File: config.mk
export PLATFORM = sky130hd
export DESIGN_NAME = dma_apb_cfg_master
export DESIGN_NICKNAME = d
export VERILOG_FILES = /design/src/rtl/dma_apb_cfg_master.sv
export SDC_FILE = /design/constraint.sdc
export NUM_CORES = 1
export LEC_CHECK = 0
export BUFFER_PORTS_ARGS = -buffer_cell sky130_fd_sc_hd__buf_2
export CAP_MARGIN = 25
export CORE_MARGIN = 3
export CORE_UTILIZATION = 40
export DETAILED_ROUTE_END_ITERATION = 8
export PLACE_DENSITY = 0.65
export SYNTH_ARGS = -nofsm -noshare
export SYNTH_HDL_FRONTEND = slang
export SYNTH_SLANG_ARGS = --single-unit
File: constraint.sdc
create_clock -name clk -period 11.3 [get_ports clk]
set_input_delay 1.13 -clock clk [delete_from_list [all_inputs] [get_ports clk]]
set_output_delay 1.13 -clock clk [all_outputs]
set_load 0.05 [all_outputs]
File: src/rtl/dma_apb_cfg_master.sv
// APB initiator for the DMA configuration port, fed by a valid/ready command channel.
// One transfer in flight; APB phases advance only on pclken-qualified clk edges.
module dma_apb_cfg_master #(
  parameter int ADDR_BITS   = 13,
  parameter int TIMEOUT_CYC = 256,
  parameter int CNT_BITS    = 9
) (
  input  logic                 clk,
  input  logic                 reset,
  input  logic                 pclken,
  input  logic                 cmd_valid,
  output logic                 cmd_ready,
  input  logic                 cmd_write,
  input  logic [ADDR_BITS-1:0] cmd_addr,
  input  logic [31:0]          cmd_wdata,
  output logic                 rsp_valid,
  input  logic                 rsp_ready,
  output logic [31:0]          rsp_rdata,
  output logic                 rsp_err,
  output logic                 rsp_timeout,
  output logic                 busy,
  output logic                 psel,
  output logic                 penable,
  output logic [ADDR_BITS-1:0] paddr,
  output logic                 pwrite,
  output logic [31:0]          pwdata,
  input  logic [31:0]          prdata,
  input  logic                 pslverr,
  input  logic                 pready
);

  typedef enum logic [2:0] {S_IDLE, S_PEND, S_SETUP, S_ACCESS, S_RESP} state_t;

  localparam logic [CNT_BITS-1:0] LP_CNT_LAST = CNT_BITS'(TIMEOUT_CYC - 1);
  localparam logic [CNT_BITS-1:0] LP_CNT_MAX  = '1;

  state_t               r_state;
  state_t               w_state_next;
  logic                 r_cmd_write;
  logic [ADDR_BITS-1:0] r_cmd_addr;
  logic [31:0]          r_cmd_wdata;
  logic                 r_pwrite;
  logic [ADDR_BITS-1:0] r_paddr;
  logic [31:0]          r_pwdata;
  logic [31:0]          r_rsp_rdata;
  logic                 r_rsp_err;
  logic                 r_rsp_timeout;
  logic [CNT_BITS-1:0]  r_cnt;
  logic                 w_accept;
  logic                 w_access_tick;
  logic                 w_done;
  logic                 w_abort;

  assign w_accept      = (r_state == S_IDLE) && cmd_valid;
  assign w_access_tick = (r_state == S_ACCESS) && pclken;
  assign w_done        = w_access_tick && pready;
  assign w_abort       = w_access_tick && !pready && (TIMEOUT_CYC != 0) && (r_cnt == LP_CNT_LAST);

  always_ff @(posedge clk or posedge reset) begin
    if (reset) begin
      r_state <= S_IDLE;
    end else begin
      r_state <= w_state_next;
    end
  end

  always_comb begin
    w_state_next = r_state;
    case (r_state)
      S_IDLE:   if (cmd_valid)         w_state_next = S_PEND;
      S_PEND:   if (pclken)            w_state_next = S_SETUP;
      S_SETUP:  if (pclken)            w_state_next = S_ACCESS;
      S_ACCESS: if (w_done || w_abort) w_state_next = S_RESP;
      S_RESP:   if (rsp_ready)         w_state_next = S_IDLE;
      default:                         w_state_next = S_IDLE;
    endcase
  end

  // psel/penable decode straight from the state so a reset drops them at once
  always_comb begin
    cmd_ready = 1'b0;
    rsp_valid = 1'b0;
    busy      = 1'b1;
    psel      = 1'b0;
    penable   = 1'b0;
    case (r_state)
      S_IDLE: begin
        cmd_ready = 1'b1;
        busy      = 1'b0;
      end
      S_SETUP:  psel = 1'b1;
      S_ACCESS: begin
        psel    = 1'b1;
        penable = 1'b1;
      end
      S_RESP:   rsp_valid = 1'b1;
      default:  busy = 1'b1;
    endcase
  end

  always_ff @(posedge clk or posedge reset) begin
    if (reset) begin
      r_cmd_write   <= 1'b0;
      r_cmd_addr    <= '0;
      r_cmd_wdata   <= '0;
      r_pwrite      <= 1'b0;
      r_paddr       <= '0;
      r_pwdata      <= '0;
      r_rsp_rdata   <= '0;
      r_rsp_err     <= 1'b0;
      r_rsp_timeout <= 1'b0;
      r_cnt         <= '0;
    end else begin
      if (w_accept) begin
        r_cmd_write <= cmd_write;
        r_cmd_addr  <= cmd_addr & ~ADDR_BITS'(3);
        r_cmd_wdata <= cmd_wdata;
      end
      if ((r_state == S_PEND) && pclken) begin
        r_paddr  <= r_cmd_addr;
        r_pwrite <= r_cmd_write;
        r_pwdata <= r_cmd_write ? r_cmd_wdata : 32'h0;
      end
      if ((r_state == S_SETUP) && pclken) begin
        r_cnt <= '0;
      end
      if (w_done) begin
        r_rsp_rdata   <= r_pwrite ? 32'h0 : prdata;
        r_rsp_err     <= pslverr;
        r_rsp_timeout <= 1'b0;
      end else if (w_abort) begin
        r_rsp_rdata   <= 32'h0;
        r_rsp_err     <= 1'b1;
        r_rsp_timeout <= 1'b1;
      end else if (w_access_tick && (r_cnt != LP_CNT_MAX)) begin
        r_cnt <= r_cnt + 1'b1;
      end
    end
  end

  assign paddr       = r_paddr;
  assign pwrite      = r_pwrite;
  assign pwdata      = r_pwdata;
  assign rsp_rdata   = r_rsp_rdata;
  assign rsp_err     = r_rsp_err;
  assign rsp_timeout = r_rsp_timeout;

endmodule

==> results of run 1 <==
## flip-flops by register name, summed over array words and instances (netlist names)
signal       flops
r_state          3
pwdata          32
rsp_err          1
r_cnt            9
paddr           11
r_cmd_write      1
rsp_rdata       32
r_cmd_addr      11
rsp_timeout      1
pwrite           1
r_cmd_wdata     32
## cell usage after synthesis (2+ instances only)
library cell  instances  share of area
dfrtp_1             134           0.62
nand2_1              70          0.049
mux2_2               45          0.094
o21ai_0              37          0.034
a22o_1               32          0.052
mux2_1               13          0.027
buf_2                10         0.0093
buf_6                 9          0.019
nand3_1               8         0.0075
clkbuf_1              6         0.0042
a21oi_1               4         0.0037
inv_1                 4         0.0028
buf_4                 3         0.0042
buf_8                 3         0.0084
ha_1                  3         0.0070
nor2_1                3         0.0021
o22a_1                3         0.0049
and4b_1               2         0.0037
nand2b_1              2         0.0023
nand3b_1              2         0.0028
o211ai_1              2         0.0028
o21a_1                2         0.0028
o31ai_1               2         0.0028
## worst reg2reg max path: cells and delay by family (launching register included)
| kind | cells | cell delay (ps) |
|---|---|---|
| DFF | 1 | 410 |
| AOI/OAI and AO/OA | 2 | 440 |
| adders and majority gates | 2 | 470 |
| and+or+nand+nor | 5 | 1000 |
## logic make-up (layout without fill, tap and decap cells)
logic type,after synthesis,after routing
flops,134,134
other cells,1,2
mux,58,58
buf+inv,35,207
xor+xnor,2,2
compound gates,88,88
simple gates,97,97
fa+ha+maj,3,3
## per-stage QoR
step	power (mW)	hold slack, ps
after floorplan	1.56	453
after global placement	1.74	458
after detailed placement	1.77	465
after CTS	2.34	478
after global routing	2.45	492
final	2.32	473
## power groups by stage
stage / Clock (mW) / Combinational, mW / Sequential [mW]
2_1_floorplan: 0 / 0.381 / 1.18
3_3_place_gp: 0 / 0.939 / 0.800
3_5_place_dp: 0 / 0.957 / 0.813
4_1_cts: 0.579 / 0.960 / 0.806
5_1_grt: 0.604 / 1.01 / 0.834
6_report: 0.565 / 0.949 / 0.804
## metal layers
metal / vias to the layer above / GRT usage / part of all wire
met3: 17 / 0.0525 / 0.059
met4: 0 / 0.0567 / 0.013
met1: 1847 / 0.196 / 0.42
li1: 1777 / - / -
met5: - / 0 / 0
met2: 115 / 0.267 / 0.51
## cell type report
cell class | instances | area, µm²
Tap cell | 172 | 215
Clock inverter | 12 | 149
Sequential cell | 134 | 3350
Timing Repair Buffer | 171 | 895
Inverter | 4 | 17.5
Fill cell | 1146 | 6010
Multi-Input combinational cell | 250 | 1770
Clock buffer | 20 | 467
## final timing paths
kind                                         from                   endpoint
min reg2reg                pwdata[23]$_DFFE_PP0P_     pwdata[23]$_DFFE_PP0P_
max reg2reg                    r_cnt[0]$_DFF_PP0_         r_cnt[7]$_DFF_PP0_
max                        r_state[2]$_DFFE_PP0P_                  rsp_valid
min in group asynchronous                   reset  r_cmd_addr[9]$_DFFE_PP0P_
min                        pwdata[23]$_DFFE_PP0P_     pwdata[23]$_DFFE_PP0P_
max in group asynchronous                   reset      pwdata[7]$_DFFE_PP0P_
==> results.json, run 1 <==
{
  "synth_compound_area_frac": 0.113,
  "drive_gt1_frac": 0.437,
  "ys_seq_area_frac": 0.624,
  "synth-simple-area-share": 0.0827,
  "fin_cells": 763,
  "cp_slowest_stage_delay_ps": 590,
  "muxShareOfSynthArea": 0.122,
  "cts_tree": "yes",
  "rrSetupSlack_ps": 8850,
  "cts_buffer_depth": 2,
  "placed_area_mm2": 0.00624,
  "cp.arrival_ps": 1610,
  "synth_flop_cell": "dfrtp_1",
  "skew_ps": 5.95,
  "vias_per_cell": 4.92,
  "final_design_area_no_fill_mm2": 0.00687,
  "postCtsSetupBuffers": 0,
  "maxSlewViolCount": 0,
  "status": "finished, final reports clean",
  "seq_power_share": 0.347,
  "gp_congestion": 0.728,
  "leakage_nw": 3.42,
  "grt-ovfl-total": 0,
  "wl_per_cell_um": 15.0,
  "final_nets": 666,
  "insertion_delay_ps": 410,
  "critPathLaunchType": "register",
  "syn_inst": 418,
  "hold_path_depth": 2,
  "cts.sinks": 134,
  "antenna_found_initial": 0,
  "dpl.cell_count": 730,
  "fin_setup_tns_ps": 0,
  "hold_viol": 0,
  "initial_utilization": 0.417,
  "clk_pin_slew_ps": 60,
  "worstPathRequired_ps": 10170,
  "synthArstFlopShare": 1.00,
  "path_max_fanout": 10,
  "min_path_type": "reg2reg",
  "grt_pass1_vias": 3747,
  "final_util": 0.533,
  "synth.distinct_cells": 42,
  "maxCapViolCount": 0,
  "worstMarginPinSlew_ps": 869,
  "cts-root-buf": "clkbuf_16",
  "cts_buffers": 17,
  "synth-xor-area-share": 0.00326,
  "finalSetupViolations": 0,
  "cts-hold-fix-buffers": 0,
  "ctsHtreeMaxLevel": 4,
  "period_share": 0.242,
  "syn2layout_area_growth_pct": 27.8,
  "min_period_ps": 2740,
  "num_vias": 3756,
  "die_x_um": 122,
  "ys_ff_latch": 134,
  "netlist_area_mm2": 0.00537,
  "ant_nets": 0,
  "dr.pass1.iters": 4,
  "rsz0062_at_grt": "false",
  "internal_power_mw": 1.34,
  "pre_cts_slack_ps": 8540,
  "slowest_stage": "dfrtp_1",
  "final_cell_mix": "buf_2, dfrtp_1, nand2_1, mux2_2, o21ai_0",
  "crit_chain": "nor3b_1 > buf_2",
  "grt_pass1_wl_um": 18600,
  "drt_wl_total_um": 11400,
  "worst-path-stages": 2,
  "core_mm2": 0.0129,
  "max_freq_mhz": 366,
  "setup_slack_ps": 8560,
  "p_comb_frac": 0.409,
  "die-area_mm2": 0.0149,
  "r2r_cells": 9,
  "cp_top_family": "flip-flops",
  "diodes": 0,
  "drcViolationCount": 0,
  "power_density_mw_per_mm2": 337,
  "synth-adder-area-share": 0.00698,
  "dp_hpwl_um": 7940,
  "portBuffers": 165,
  "synth_top_family_by_area": "multiplexers",
  "die-height_um": 122,
  "grt_usage": 0.160,
  "ys.warnings.count": 0,
  "final_common_cell": "buf_2",
  "grt_max_degree": 77,
  "synth.avg_cell_area_um2": 12.9,
  "p_sw_uw": 981,
  "path_class": "reg2out",
  "drt_iter0_markers": 215,
  "p_clk_frac": 0.244,
  "switching_share": 0.423,
  "rows": 41,
  "crit_buf_inv": 1,
  "end_kind": "output port",
  "synth_edf_count": 0,
  "slew-limit-headroom": 0.421,
  "peakVddDrop_uv": 142,
  "ctsResizeCount": 0,
  "ios": 170
}
No activity file was read; power rests on OpenSTA's default activity.
==> run 2, diff against run 1 <==
==> constraint.sdc (replaced) <==
create_clock -name clk -period 2.63 [get_ports clk]
set_input_delay 0.263 -clock clk [delete_from_list [all_inputs] [get_ports clk]]
set_output_delay 0.263 -clock clk [all_outputs]
set_load 0.05 [all_outputs]
==> run 2 against run 1 <==
- power rose to 4.3 times the previous value
- clock-buffer cell count fell by 3
- non-clock buffer count rose by 1
- sequential power rose to 4.3 times the previous value
- worst setup slack got worse by 8300 ps
- sequential cell count did not move
- largest power group unchanged
- clock skew rose by 1.6 ps
- via count fell by 1.1%
- sequential share of layout area fell by 0.38 points
- combinational power rose to 4.3 times the previous value
==> results.json, run 2 (synthesis gave the netlist of run 1 again) <==
{
  "status": "finished, final reports clean",
  "drcViolationCount": 0,
  "pre_cts_slack_ps": 268,
  "grt_usage": 0.161,
  "ctsResizeCount": 0,
  "drt_iter0_markers": 306,
  "num_vias": 3713,
  "min_period_ps": 2400,
  "die-area_mm2": 0.0149,
  "dpl.cell_count": 732,
  "peakVddDrop_uv": 576,
  "max_freq_mhz": 417,
  "ant_nets": 0,
  "power_density_mw_per_mm2": 1450,
  "cts_tree": "yes",
  "cts.sinks": 134,
  "cp.arrival_ps": 2680,
  "rows": 41,
  "grt-ovfl-total": 0,
  "insertion_delay_ps": 420,
  "antenna_found_initial": 0,
  "maxSlewViolCount": 0,
  "syn2layout_area_growth_pct": 28.8,
  "total_power_mw": 10.0,
  "end_kind": "register",
  "gp_congestion": 0.742,
  "slowest_stage": "dfrtp_1",
  "fin_setup_tns_ps": 0,
  "cp_top_family": "simple AND/OR/NAND/NOR gates",
  "cts_buffer_depth": 2,
  "critPathLaunchType": "register",
  "slew-limit-headroom": 0.407,
  "ctsHtreeMaxLevel": 4,
  "core_mm2": 0.0129,
  "vias_per_cell": 4.86,
  "path_class": "reg2reg",
  "final_nets": 667,
  "dr.pass1.iters": 5,
  "initial_utilization": 0.417,
  "final_cell_mix": "buf_2, dfrtp_1, nand2_1, mux2_2, o21ai_0",
  "rsz0062_at_grt": "false",
  "drt_wl_total_um": 11500,
  "worstMarginPinSlew_ps": 887,
  "finalSetupViolations": 0,
  "crit_buf_inv": 0,
  "die_x_um": 122,
  "leakage_nw": 3.43,
  "hold_ws_ps": 24.7,
  "crit_chain": "ha_1 > and3_1 > nand3_1 > nor2_1 > ha_1 > nor3_1 > nand2_2 > o311ai_1 > o41ai_1",
  "postCtsSetupBuffers": 0,
  "grt_pass1_wl_um": 18500,
  "period_share": 0.911,
  "rrSetupSlack_ps": 230,
  "fin_cells": 764,
  "die-height_um": 122,
  "diodes": 0,
  "worstPathRequired_ps": 2910,
  "wl_per_cell_um": 15.0,
  "hold_viol": 0,
  "path_max_fanout": 17,
  "grt_pass1_vias": 3740,
  "filler_cell_count": 1139,
  "min_path_type": "in2async",
  "cpMostUsedCell": "ha_1",
  "maxUsedRoutingLayer": "met4",
  "clk_pin_slew_ps": 60,
  "met3_wirelength_um": 642,
  "final_common_cell": "buf_2",
  "cp_slowest_stage_delay_ps": 410,
  "cts-root-buf": "clkbuf_16",
  "drt-met1-wl_um": 4760,
  "ios": 170,
  "dp_hpwl_um": 7900,
  "wl_met2_um": 5930,
  "grt_max_degree": 77,
  "setup_slack_ps": 234,
  "drive_gt1_frac": 0.438,
  "portBuffers": 165,
  "cts_buffers": 17,
  "cts-hold-fix-buffers": 0,
  "skew_ps": 7.53,
  "maxCapViolCount": 0
}
run 2: cell types whose count changed in the layout (fill, tap and decap cells not counted), sizes merged:
cell,change
clkinvlp,+3
clkinv,-1
clkbuf,-3
buf,+1
bufinv,+1
run 2: worst paths after layout:
kind                                              end  cells past startpoint                    from
max in group asynchronous  r_cmd_wdata[9]$_DFFE_PP0P_                      3                   reset
min                         rsp_rdata[12]$_DFFE_PP0P_                      2                   reset
max reg2reg                        r_cnt[7]$_DFF_PP0_                      9      r_cnt[0]$_DFF_PP0_
max                                r_cnt[7]$_DFF_PP0_                      9      r_cnt[0]$_DFF_PP0_
min reg2reg                    pwdata[27]$_DFFE_PP0P_                      2  pwdata[27]$_DFFE_PP0P_
min in group clk                  rsp_err$_DFFE_PP0P_                      2                 pslverr
run 2: report_power, final:
part | switching, mW | internal (mW) | total [mW]
clock network | 0.892 | 1.59 | 2.48
logic | 2.86 | 1.25 | 4.11
registers | 0.501 | 2.94 | 3.44
total | 4.25 | 5.78 | 10.0
run 2: layout make-up:
| cell class | count | area (µm²) | area share |
|---|---|---|---|
| clock buffer | 17 | 425 | 0.0614 |
| clock inverter | 15 | 201 | 0.0291 |
| inverter | 4 | 18.8 | 0.00271 |
| multi-input combinational | 250 | 1770 | 0.256 |
| sequential | 134 | 3350 | 0.484 |
| tap | 172 | 215 | 0.0311 |
| timing repair buffer | 172 | 936 | 0.135 |
run 2: metal layers:
| metal | GRT usage | up-vias |
|---|---|---|
| li1 | - | 1778 |
| met1 | 0.196 | 1827 |
| met2 | 0.269 | 95 |
| met3 | 0.0497 | 13 |
| met4 | 0.0595 | 0 |
| met5 | 0 | - |
run 2: through the flow:
step / area [µm²] / utilization
after global placement: 6280 / 0.488
after detailed placement: 6300 / 0.489
after floorplan: 5380 / -
final: 6920 / 0.538
after CTS: 6920 / 0.538
after global routing: 6920 / 0.538
run 2: worst register-to-register path, cell delays in order (launching register included):
cell and delay (ps):
dfrtp_1 410, ha_1 230, and3_1 210, nand3_1 120, nor2_1 80, ha_1 250
nor3_1 260, nand2_2 240, o311ai_1 350, o41ai_1 120
==> run 3, diff against run 2 <==
--- a/config.mk
+++ b/config.mk
@@ -10,6 +10,7 @@
 export CORE_MARGIN = 3
 export CORE_UTILIZATION = 40
 export DETAILED_ROUTE_END_ITERATION = 8
+export MAX_ROUTING_LAYER = met4
 export PLACE_DENSITY = 0.65
 export SYNTH_ARGS = -nofsm -noshare
 export SYNTH_HDL_FRONTEND = slang
==> run 3 against run 2 <==
- sequential power is essentially flat
- critical path depth stayed put
- die area unchanged
- largest cell class unchanged
- combinational power about the same
- largest power group unchanged
- register-to-register slack about the same
- via count is 1.1% lower
- highest routed layer unchanged
- worst hold slack improved by 2.2 ps
- wire length decreased by 0.13%
- global-route usage grew 0.46 points
- first-iteration DRC count rose by 0.98%
- clock power about the same
==> results.json, run 3 (synthesis gave the netlist of run 1 again) <==
{
  "cp-startpoint": "r_cnt[0]$_DFF_PP0_",
  "ctsHtreeMaxLevel": 4,
  "syn2layout_area_growth_pct": 28.8,
  "grt_max_degree": 77,
  "grt_pass1_vias": 3739,
  "reg2reg_from": "r_cnt[0]$_DFF_PP0_",
  "maxSlewViolCount": 0,
  "power_density_mw_per_mm2": 1450,
  "cts_buffers": 17,
  "final_cell_mix": "buf_2, dfrtp_1, nand2_1, mux2_2, o21ai_0",
  "filler_cell_count": 1139,
  "portBuffers": 165,
  "dr.pass1.iters": 4,
  "p_comb_frac": 0.410,
  "critPathLaunchType": "register",
  "ios": 170,
  "insertion_delay_ps": 410,
  "diodes": 0,
  "initial_utilization": 0.417,
  "period_share": 0.912,
  "dp_hpwl_um": 7900,
  "setup_slack_ps": 232,
  "ctsResizeCount": 0,
  "drcViolationCount": 0,
  "grt_usage": 0.165,
  "gp_congestion": 0.751,
  "rsz0062_at_grt": "false",
  "pre_cts_slack_ps": 268,
  "num_vias": 3672,
  "worstMarginPinSlew_ps": 889,
  "fin_setup_tns_ps": 0,
  "leakage_nw": 3.43,
  "rows": 41,
  "hold_viol": 0,
  "cts_buffer_depth": 2,
  "drt_iter0_markers": 309,
  "grt-ovfl-total": 0,
  "end_kind": "register",
  "finalSetupViolations": 0,
  "vias_per_cell": 4.81,
  "peakVddDrop_uv": 576,
  "r2r_end": "r_cnt[7]$_DFF_PP0_",
  "postCtsSetupBuffers": 0,
  "grt_pass1_wl_um": 18600,
  "final_common_cell": "buf_2",
  "clk_pin_slew_ps": 60,
  "slew-limit-headroom": 0.406,
  "die-area_mm2": 0.0149,
  "cts_tree": "yes",
  "max_freq_mhz": 417,
  "final_nets": 667,
  "wl_per_cell_um": 15.0,
  "die-height_um": 122,
  "min_path_type": "in2async",
  "p_sw_mw": 4.25,
  "drt_wl_total_um": 11500,
  "switching_share": 0.424,
  "cts-hold-fix-buffers": 0,
  "r2r_cells": 9,
  "skew_ps": 8.62,
  "status": "finished, final reports clean",
  "cts-root-buf": "clkbuf_16",
  "p_clk_frac": 0.247,
  "path_max_fanout": 17,
  "final_util": 0.538,
  "cts.sinks": 134,
  "multi_input_area_mm2": 0.00177,
  "die_x_um": 122,
  "ant_nets": 0,
  "cp.arrival_ps": 2680,
  "antenna_found_initial": 0,
  "core_mm2": 0.0129,
  "path_class": "reg2reg",
  "seq_area_mm2": 0.00335,
  "internal_power_mw": 5.78,
  "maxCapViolCount": 0,
  "worstPathRequired_ps": 2910,
  "seq_power_share": 0.343,
  "rrSetupSlack_ps": 230,
  "drive_gt1_frac": 0.438,
  "min_period_ps": 2400
}
run 3: power groups by stage:
stage	Clock [mW]	Sequential [mW]	Combinational, mW
6_report	2.48	3.44	4.11
5_1_grt	2.65	3.56	4.37
4_1_cts	2.54	3.45	4.17
2_1_floorplan	0	5.07	1.64
3_3_place_gp	0	3.42	4.07
3_5_place_dp	0	3.47	4.16
run 3: how the worst max path moves through the flow:
stage	end	slack [ps]
floorplan	r_state[0]$_DFFE_PP0P_	30
global placement	rsp_rdata[17]$_DFFE_PP0P_	110
detailed placement	r_cnt[7]$_DFF_PP0_	270
CTS	r_cnt[7]$_DFF_PP0_	260
global route	r_cnt[7]$_DFF_PP0_	60
finish	r_cnt[7]$_DFF_PP0_	230
run 3: stage by stage:
stage	power [mW]	std cells	instance area [µm²]	hold WS, ps
2_1_floorplan	6.71	419	5380	349
4_1_cts	10.2	764	6920	40.4
3_3_place_gp	7.50	731	6280	458
6_report	10.0	764	6920	26.9
5_1_grt	10.6	764	6920	49.5
3_5_place_dp	7.63	732	6300	464
run 3: final cells by class:
| class | instances | area share |
|---|---|---|
| clock buffers | 17 | 0.0614 |
| repair buffers | 172 | 0.135 |
| multi-input cells | 250 | 0.256 |
| flip-flops and latches | 134 | 0.484 |
| inverters | 4 | 0.00271 |
| clock inverters | 15 | 0.0291 |
| well taps | 172 | 0.0311 |
run 3: worst max-delay path: stages, from the launching register on:
cell	delay, ps
dfrtp_1	410
ha_1	230
and3_1	210
nand3_1	120
nor2_1	80
ha_1	250
nor3_1	260
nand2_2	240
o311ai_1	350
o41ai_1	120
run 3: metal layers:
metal	vias to the layer above	GRT usage	routed length [µm]
li1	1777	-	-
met1	1802	0.199	4810
met2	84	0.269	6000
met3	9	0.0474	560
met4	0	0.0553	111
met5	-	-	0
